==> src/rtl/icache.sv <==
// Direct-mapped instruction cache between the fetcher and the memory controller.
// State | meaning: IDLE | serve hits, launch misses; WAIT_MEM | block fetch outstanding.
module icache #(
  parameter int LINE_NUM   = 16,
  parameter int BLOCK_BITS = 128
) (
  input  logic                  clk,
  input  logic                  rst,
  input  logic                  rdy,
  input  logic [31:0]           pc_from_fch,
  input  logic                  req_from_fch,
  input  logic                  rollback_from_fch,
  output logic                  inst_valid_to_fch,
  output logic [31:0]           inst_to_fch,
  output logic                  busy_to_fch,
  output logic                  enable_sign_to_mem,
  output logic [31:0]           pc_to_mem,
  output logic                  rollback_sign_to_mem,
  input  logic                  finish_sign_from_mem,
  input  logic [BLOCK_BITS-1:0] inst_block_from_mem
);

  localparam int IDX_W = (LINE_NUM > 1) ? $clog2(LINE_NUM) : 1;
  localparam int TAG_W = 28 - IDX_W;

  localparam logic [0:0] S_IDLE     = 1'b0;
  localparam logic [0:0] S_WAIT_MEM = 1'b1;

  logic [0:0]            state_q, state_d;
  logic [31:2]           pc_lat_q, pc_lat_d;
  logic                  inst_valid_q, inst_valid_d;
  logic [31:0]           inst_q, inst_d;
  logic                  busy_q, busy_d;
  logic                  enable_q, enable_d;
  logic [LINE_NUM-1:0]   valid_q, valid_d;
  logic [TAG_W-1:0]      tag_q  [LINE_NUM];
  logic [BLOCK_BITS-1:0] data_q [LINE_NUM];
  logic                  fill_en;

  logic [IDX_W-1:0] req_idx, lat_idx;
  logic [TAG_W-1:0] req_tag, lat_tag;
  logic             hit;
  logic [31:0]      hit_word, fill_word;
  logic             unused_pc_bits;

  assign req_idx   = pc_from_fch[4 +: IDX_W];
  assign req_tag   = pc_from_fch[31 -: TAG_W];
  assign lat_idx   = pc_lat_q[4 +: IDX_W];
  assign lat_tag   = pc_lat_q[31 -: TAG_W];
  assign hit       = valid_q[req_idx] && (tag_q[req_idx] == req_tag);
  assign hit_word  = data_q[req_idx][{pc_from_fch[3:2], 5'b0} +: 32];
  assign fill_word = inst_block_from_mem[{pc_lat_q[3:2], 5'b0} +: 32];
  assign unused_pc_bits = ^pc_from_fch[1:0];

  always_comb begin
    state_d      = state_q;
    pc_lat_d     = pc_lat_q;
    inst_valid_d = 1'b0;
    inst_d       = inst_q;
    busy_d       = busy_q;
    enable_d     = 1'b0;
    valid_d      = valid_q;
    fill_en      = 1'b0;
    if (!rdy) begin
      // Stalled: pending pulses survive until the enable returns.
      inst_valid_d = inst_valid_q;
      enable_d     = enable_q;
    end else if (state_q == S_IDLE) begin
      if (req_from_fch && !rollback_from_fch) begin
        if (hit) begin
          inst_valid_d = 1'b1;
          inst_d       = hit_word;
        end else begin
          pc_lat_d = pc_from_fch[31:2];
          enable_d = 1'b1;
          busy_d   = 1'b1;
          state_d  = S_WAIT_MEM;
        end
      end
    end else begin
      if (finish_sign_from_mem) begin
        fill_en          = 1'b1;
        valid_d[lat_idx] = 1'b1;
        state_d          = S_IDLE;
        busy_d           = 1'b0;
        if (!rollback_from_fch) begin
          inst_valid_d = 1'b1;
          inst_d       = fill_word;
        end
      end else if (rollback_from_fch) begin
        state_d = S_IDLE;
        busy_d  = 1'b0;
      end
    end
  end

  always_ff @(posedge clk) begin
    if (rst) begin
      state_q      <= S_IDLE;
      pc_lat_q     <= '0;
      inst_valid_q <= 1'b0;
      inst_q       <= '0;
      busy_q       <= 1'b0;
      enable_q     <= 1'b0;
      valid_q      <= '0;
    end else begin
      state_q      <= state_d;
      pc_lat_q     <= pc_lat_d;
      inst_valid_q <= inst_valid_d;
      inst_q       <= inst_d;
      busy_q       <= busy_d;
      enable_q     <= enable_d;
      valid_q      <= valid_d;
    end
  end

  // Tag and data arrays need no reset; the valid bits gate them.
  always_ff @(posedge clk) begin
    if (!rst && fill_en) begin
      tag_q[lat_idx]  <= lat_tag;
      data_q[lat_idx] <= inst_block_from_mem;
    end
  end

  // Pulses are masked while stalled so a held pulse is seen exactly once.
  assign inst_valid_to_fch    = inst_valid_q & rdy;
  assign enable_sign_to_mem   = enable_q & rdy;
  assign inst_to_fch          = inst_q;
  assign busy_to_fch          = busy_q;
  assign pc_to_mem            = {pc_lat_q[31:4], 4'b0};
  assign rollback_sign_to_mem = rollback_from_fch;

endmodule

==> config.mk <==
export PLATFORM = sky130hd
export DESIGN_NAME = icache
export DESIGN_NICKNAME = d
export VERILOG_FILES = /design/src/rtl/icache.sv
export SDC_FILE = /design/constraint.sdc
export NUM_CORES = 2
export LEC_CHECK = 0
export ABC_CLOCK_PERIOD_IN_PS = 30600
export CORE_MARGIN = 2
export CORE_UTILIZATION = 45
export CTS_CLUSTER_DIAMETER = 60
export DETAILED_ROUTE_END_ITERATION = 12
export MAX_ROUTING_LAYER = met4
export PLACE_DENSITY_LB_ADDON = 0.08
export SLEW_MARGIN = 0
export SYNTH_ARGS = -nofsm -noshare
export SYNTH_HDL_FRONTEND = slang
export SYNTH_SLANG_ARGS = --single-unit
==> constraint.sdc <==
create_clock -name clk -period 30.6 [get_ports clk]
set_input_delay 6.12 -clock clk [delete_from_list [all_inputs] [get_ports clk]]
set_output_delay 6.12 -clock clk [all_outputs]
set_load 0.01 [all_outputs]
After elaboration in Yosys (flattened, before gate mapping)

Memory sizes are Yosys's and may differ from the RTL's.
Cells that the tools add are included.

Output and inout port bits: 68
Bits in writable memories: 2432
Bits of input ports: 166
Memories: 2
Register bits: 82

Muxes and demuxes: 29
Equal/unequal tests: 5
Reduce and logical (&&, ||, !) cells: 12
Bitwise logic cells: 5
$lt $le $gt $ge: 3
Shifts and indexed selects: 2

Memories:

| memory | words | width | rd ports | clocked after Yosys merged registers in | write ports | RTL line | RTL |
|---|---|---|---|---|---|---|---|
| data_q | 16    | 128   | 1        | 0                                       | 1           | 37       | `logic [BLOCK_BITS-1:0] data_q [LINE_NUM];` |
| tag_q  | 16    | 24    | 1        | 0                                       | 1           | 36       | `logic [TAG_W-1:0] tag_q [LINE_NUM];` |

Operators by type and width:

| cell                 | count |
|---|---|
| $shiftx A128 B8 Y32  | 2 |
| $mux W32             | 5 |
| $eq A24 B24 Y1       | 1 |
| $mux W1              | 22 |
| $or A16 B16 Y16      | 1 |
| $lt A4 B5 Y1 const B | 2 |
| $reduce_and A4 Y1    | 2 |
| $ne A2 B2 Y1 const B | 3 |
| $reduce_and A5 Y1    | 1 |
| $bmux W1 S4          | 1 |
| $demux W1 S4         | 1 |
| $ge A4 B1 Y1 const B | 1 |
| $logic_and A1 B1 Y1  | 4 |
| $reduce_bool A2 Y1   | 2 |
| $ne A3 B3 Y1 const B | 1 |
| $reduce_and A3 Y1    | 1 |
| $and A1 B1 Y1        | 2 |
| $logic_not A1 Y1     | 2 |
| $not A1 Y1           | 2 |

Depth between registers and ports, before layout

Word-level depth: 6
Gate-level depth with buffers: 15
Mapped depth without buffers: 8

Worst setup path before layout

Ideal clock, no wire load.

Kind: input-to-reg
Start point: in rdy
End point: mem data_q[4][0] (enable)
Setup slack: 12.896 ns
Data arrival time: 16.853 ns
Stages on the path: 3
Cell sequence: clkbuf_1 > nand4b_1 > nor3_1

Longest elaborated chain between the ends: 4

Ends and longest elaborated chain:

| item                          | RTL line | RTL |
|---|---|---|
| start, declared               | 9        | `input logic rdy,` |
| $mux W1                       | 64       | `if (!rdy) begin` |
| $logic_and A1 B1 Y1           | 119      | `if (!rst && fill_en) begin` |
| $mux W1                       | 119      |  |
| $mux W1 (implied by the code) | 121      | `data_q[lat_idx] <= inst_block_from_mem;` |
| end, declared                 | 37       |  |

Every way passes these cells.

Worst setup path after layout

Start point: in rdy
End point: out inst_valid_to_fch

Longest elaborated chain between the ends: 1

Ends and longest elaborated chain:

| item          | RTL line | RTL |
|---|---|---|
| $and A1 B1 Y1 | 126      | `assign inst_valid_to_fch = inst_valid_q & rdy;` |
| end, declared | 13       | `output logic inst_valid_to_fch,` |

Every way passes these cells.

==> impl_metrics.tcl <==
set metrics [dict create \
    routedWlPerCell_um 32.4 \
    reg2regPathDepth 7 \
    synth_seq_cells 2514 \
    ant_nets 0 \
    timing.hold.ws_ns 0.448 \
    die_h_um 470 \
    min_from "valid_q[6]$_SDFFE_PP0P_" \
    async_reset_ff_share_pct 0 \
    core_area_um2 217000 \
    cts.sinks 2514 \
    endpoint_kind "output port" \
    dr_wl_met3_um 12300 \
    via_count 44900 \
    clk_pin_slew_ns 0.06 \
    drc 0 \
    worstPathArrival_ns 7.82 \
    tns_ns 0 \
    via_per_inst 5.91 \
    drtIter0Drc 4046 \
    drive_above_1_share_pct 26.7 \
    p_sw_mw 1.50 \
    post_synth.cell_area_avg_um2 23.4 \
    rr_startpoint "state_q$_SDFFE_PP0P_" \
    start_util_pct 45.1 \
    grt_pass1_vias 47200 \
    hold_path_class "reg -> reg" \
    tightest_slew_ns 1.14 \
    crit_fanout 11 \
    drv_slew 0 \
    grt_pass1_wl_um 353000 \
    setup_violations 0 \
    internal-power_mw 5.79 \
    clock_latency_ns 0.91 \
    wirelength_um 246000 \
    period_minus_slack_ns 13.94 \
    p_per_area_nw_per_um2 65.3 \
    clkPwrFrac_pct 43.7 \
    row_count 171 \
    die_w_um 470 \
    max-vdd-ir-drop_mv 0.0640 \
    layout.cells.non_filler 7596 \
    dp_hpwl_um 126000 \
    syn2layout_area_growth_pct 14.2 \
    start_kind "input port" \
    power.share.combinational_pct 4.4 \
    syn_inst 4169 \
    yosysWarnings 0 \
    p_leak_nw 34.3 \
    top_layer "met4" \
    post-cts-setup-buffer-count 0 \
    yosysSeqAreaShare_pct 76.4 \
    gp_congestion 0.723 \
    hold-path-cell-count 1 \
    cts-root-buf "clkbuf_16" \
    port_buffers 227 \
    ys.flop_type "edfxtp_1" \
    ys_types 61 \
    startpoint "rdy" \
    cts_buffers 289 \
    syn_area_um2 97700 \
    globalRoute.totalOverflow 0 \
    outcome "finished clean" \
    rsz0062_at_grt "false" \
    wl_met2_um 125000 \
    hold_viol_final 0 \
    fin_crit_sh_pct 45.6 \
    drv_cap 0 \
    critPathKind "in -> out" \
    postCtsHoldBufs 0 \
    dp_cells 7078 \
    drt-met1-wl_um 104000 \
    grt_usage_pct 23.1 \
    clockBufferDepth 4 \
    required_ns 24.48 \
    die-area_um2 221000 \
    htree_levels 5 \
    ioPinCount 234 \
    grt_max_degree 110 \
    cts_tree "done" \
    first_pass_iters 7 \
    swShare_pct 20.6 \
    cts_resized 0 \
    synth-edff-count 2432 \
    nNetsFinal 4681 \
    relSlewSlack_pct 24.1 \
    fmax_mhz 71.7 \
    pwr-share-seq_pct 51.9 \
    antenna_found_initial 48 \
    skew_ns 0.0571 \
]
-- final cells by class --
type,instances,area [µm²]
clock inverters,96,699
diodes,23,57.6
fillers,17000,105000
repair buffers,318,3170
well taps,2854,3570
inverters,3,12.5
flip-flops and latches,2514,74700
multi-input cells,1389,21500
clock buffers,399,7910
-- metrics by stage --
step | utilization (%) | setup WS, ns | cell area [µm²] | power (mW)
finish | 51.6 | 16.66 | 112000 | 7.28
global route | 51.5 | 16.61 | 112000 | 7.51
CTS | 51.5 | 16.65 | 112000 | 7.37
detailed placement | 47.6 | 16.65 | 103000 | 4.18
global placement | 47.6 | 16.64 | 103000 | 4.18
floorplan | - | 12.90 | 97700 | 4.05
-- registers in the layout, indices dropped and copies added (netlist names) --
signal / count
inst_valid_q: 1
busy_to_fch: 1
data_q: 2048
state_q: 1
enable_q: 1
inst_to_fch: 32
valid_q: 16
tag_q: 384
pc_lat_q: 30
-- cells in the final DEF (no fill, tap or decap), types with 21 or more instances in the layout --
| cell type | n |
|---|---|
| a21oi_1 | 47 |
| mux4_2 | 718 |
| clkinv_2 | 35 |
| a22oi_1 | 32 |
| a211oi_1 | 57 |
| nand2_1 | 89 |
| buf_4 | 76 |
| diode_2 | 23 |
| nor2b_1 | 62 |
| clkbuf_1 | 93 |
| edfxtp_1 | 2432 |
| o21ai_0 | 26 |
| mux2i_1 | 99 |
| clkbuf_16 | 297 |
| clkdlybuf4s50_1 | 220 |
| dfxtp_1 | 79 |
| clkinv_1 | 40 |
| mux2_2 | 41 |
| mux4_1 | 21 |
-- synth_stat cells (19+ instances only) --
master | number | share of area, %
a22oi_1 | 32 | 0.25
a211oi_1 | 57 | 0.44
buf_1 | 24 | 0.092
mux4_2 | 718 | 17
clkbuf_1 | 55 | 0.21
edfxtp_1 | 2432 | 75
mux2_2 | 41 | 0.47
dfxtp_1 | 82 | 1.7
o21ai_0 | 26 | 0.13
buf_6 | 24 | 0.28
nand2_1 | 90 | 0.35
mux4_1 | 21 | 0.56
mux2i_1 | 99 | 1.0
a21oi_1 | 47 | 0.24
buf_4 | 58 | 0.45
xor2_1 | 20 | 0.18
nor2b_1 | 64 | 0.41
mux2_1 | 19 | 0.22
nor2_1 | 33 | 0.13
buf_2 | 89 | 0.46
-- final timing paths --
path	end	slack [ns]
max	inst_valid_to_fch	16.66
min	valid_q[6]$_SDFFE_PP0P_	0.45
max reg2reg	data_q[2][101]$_DFFE_PP_	25.70
min reg2reg	valid_q[6]$_SDFFE_PP0P_	0.45
-- critical path: stages --
cell and delay (ns):
clkdlybuf4s50_1 0.85, and2_1 0.27, clkdlybuf4s50_1 0.56
-- per-layer routing --
layer,vias to the layer above,GRT usage (%)
li1,18600,-
met1,24700,30.6
met2,1228,38.0
met3,391,3.57
met4,0,5.26
met5,-,-
-- power by group through the flow --
| stage | Clock, mW | Sequential [mW] | Combinational (mW) |
|---|---|---|---|
| 2_1_floorplan | 0 | 3.85 | 0.197 |
| 5_1_grt | 3.39 | 3.78 | 0.343 |
| 3_3_place_gp | 0 | 3.85 | 0.325 |
| 6_report | 3.18 | 3.78 | 0.320 |
| 4_1_cts | 3.26 | 3.78 | 0.328 |
| 3_5_place_dp | 0 | 3.85 | 0.327 |
-- cell families (layout without fill, tap and decap cells) --
group,Yosys count,in the layout,synth area share (%)
simple gates,245,245,1.27
buf+inv,269,816,1.71
other cells,1,27,0.00384
mux,898,898,18.8
compound gates,216,216,1.56
xor+xnor,26,26,0.233
flops,2514,2514,76.4
Note: power is estimated with default switching activity, not from simulation.
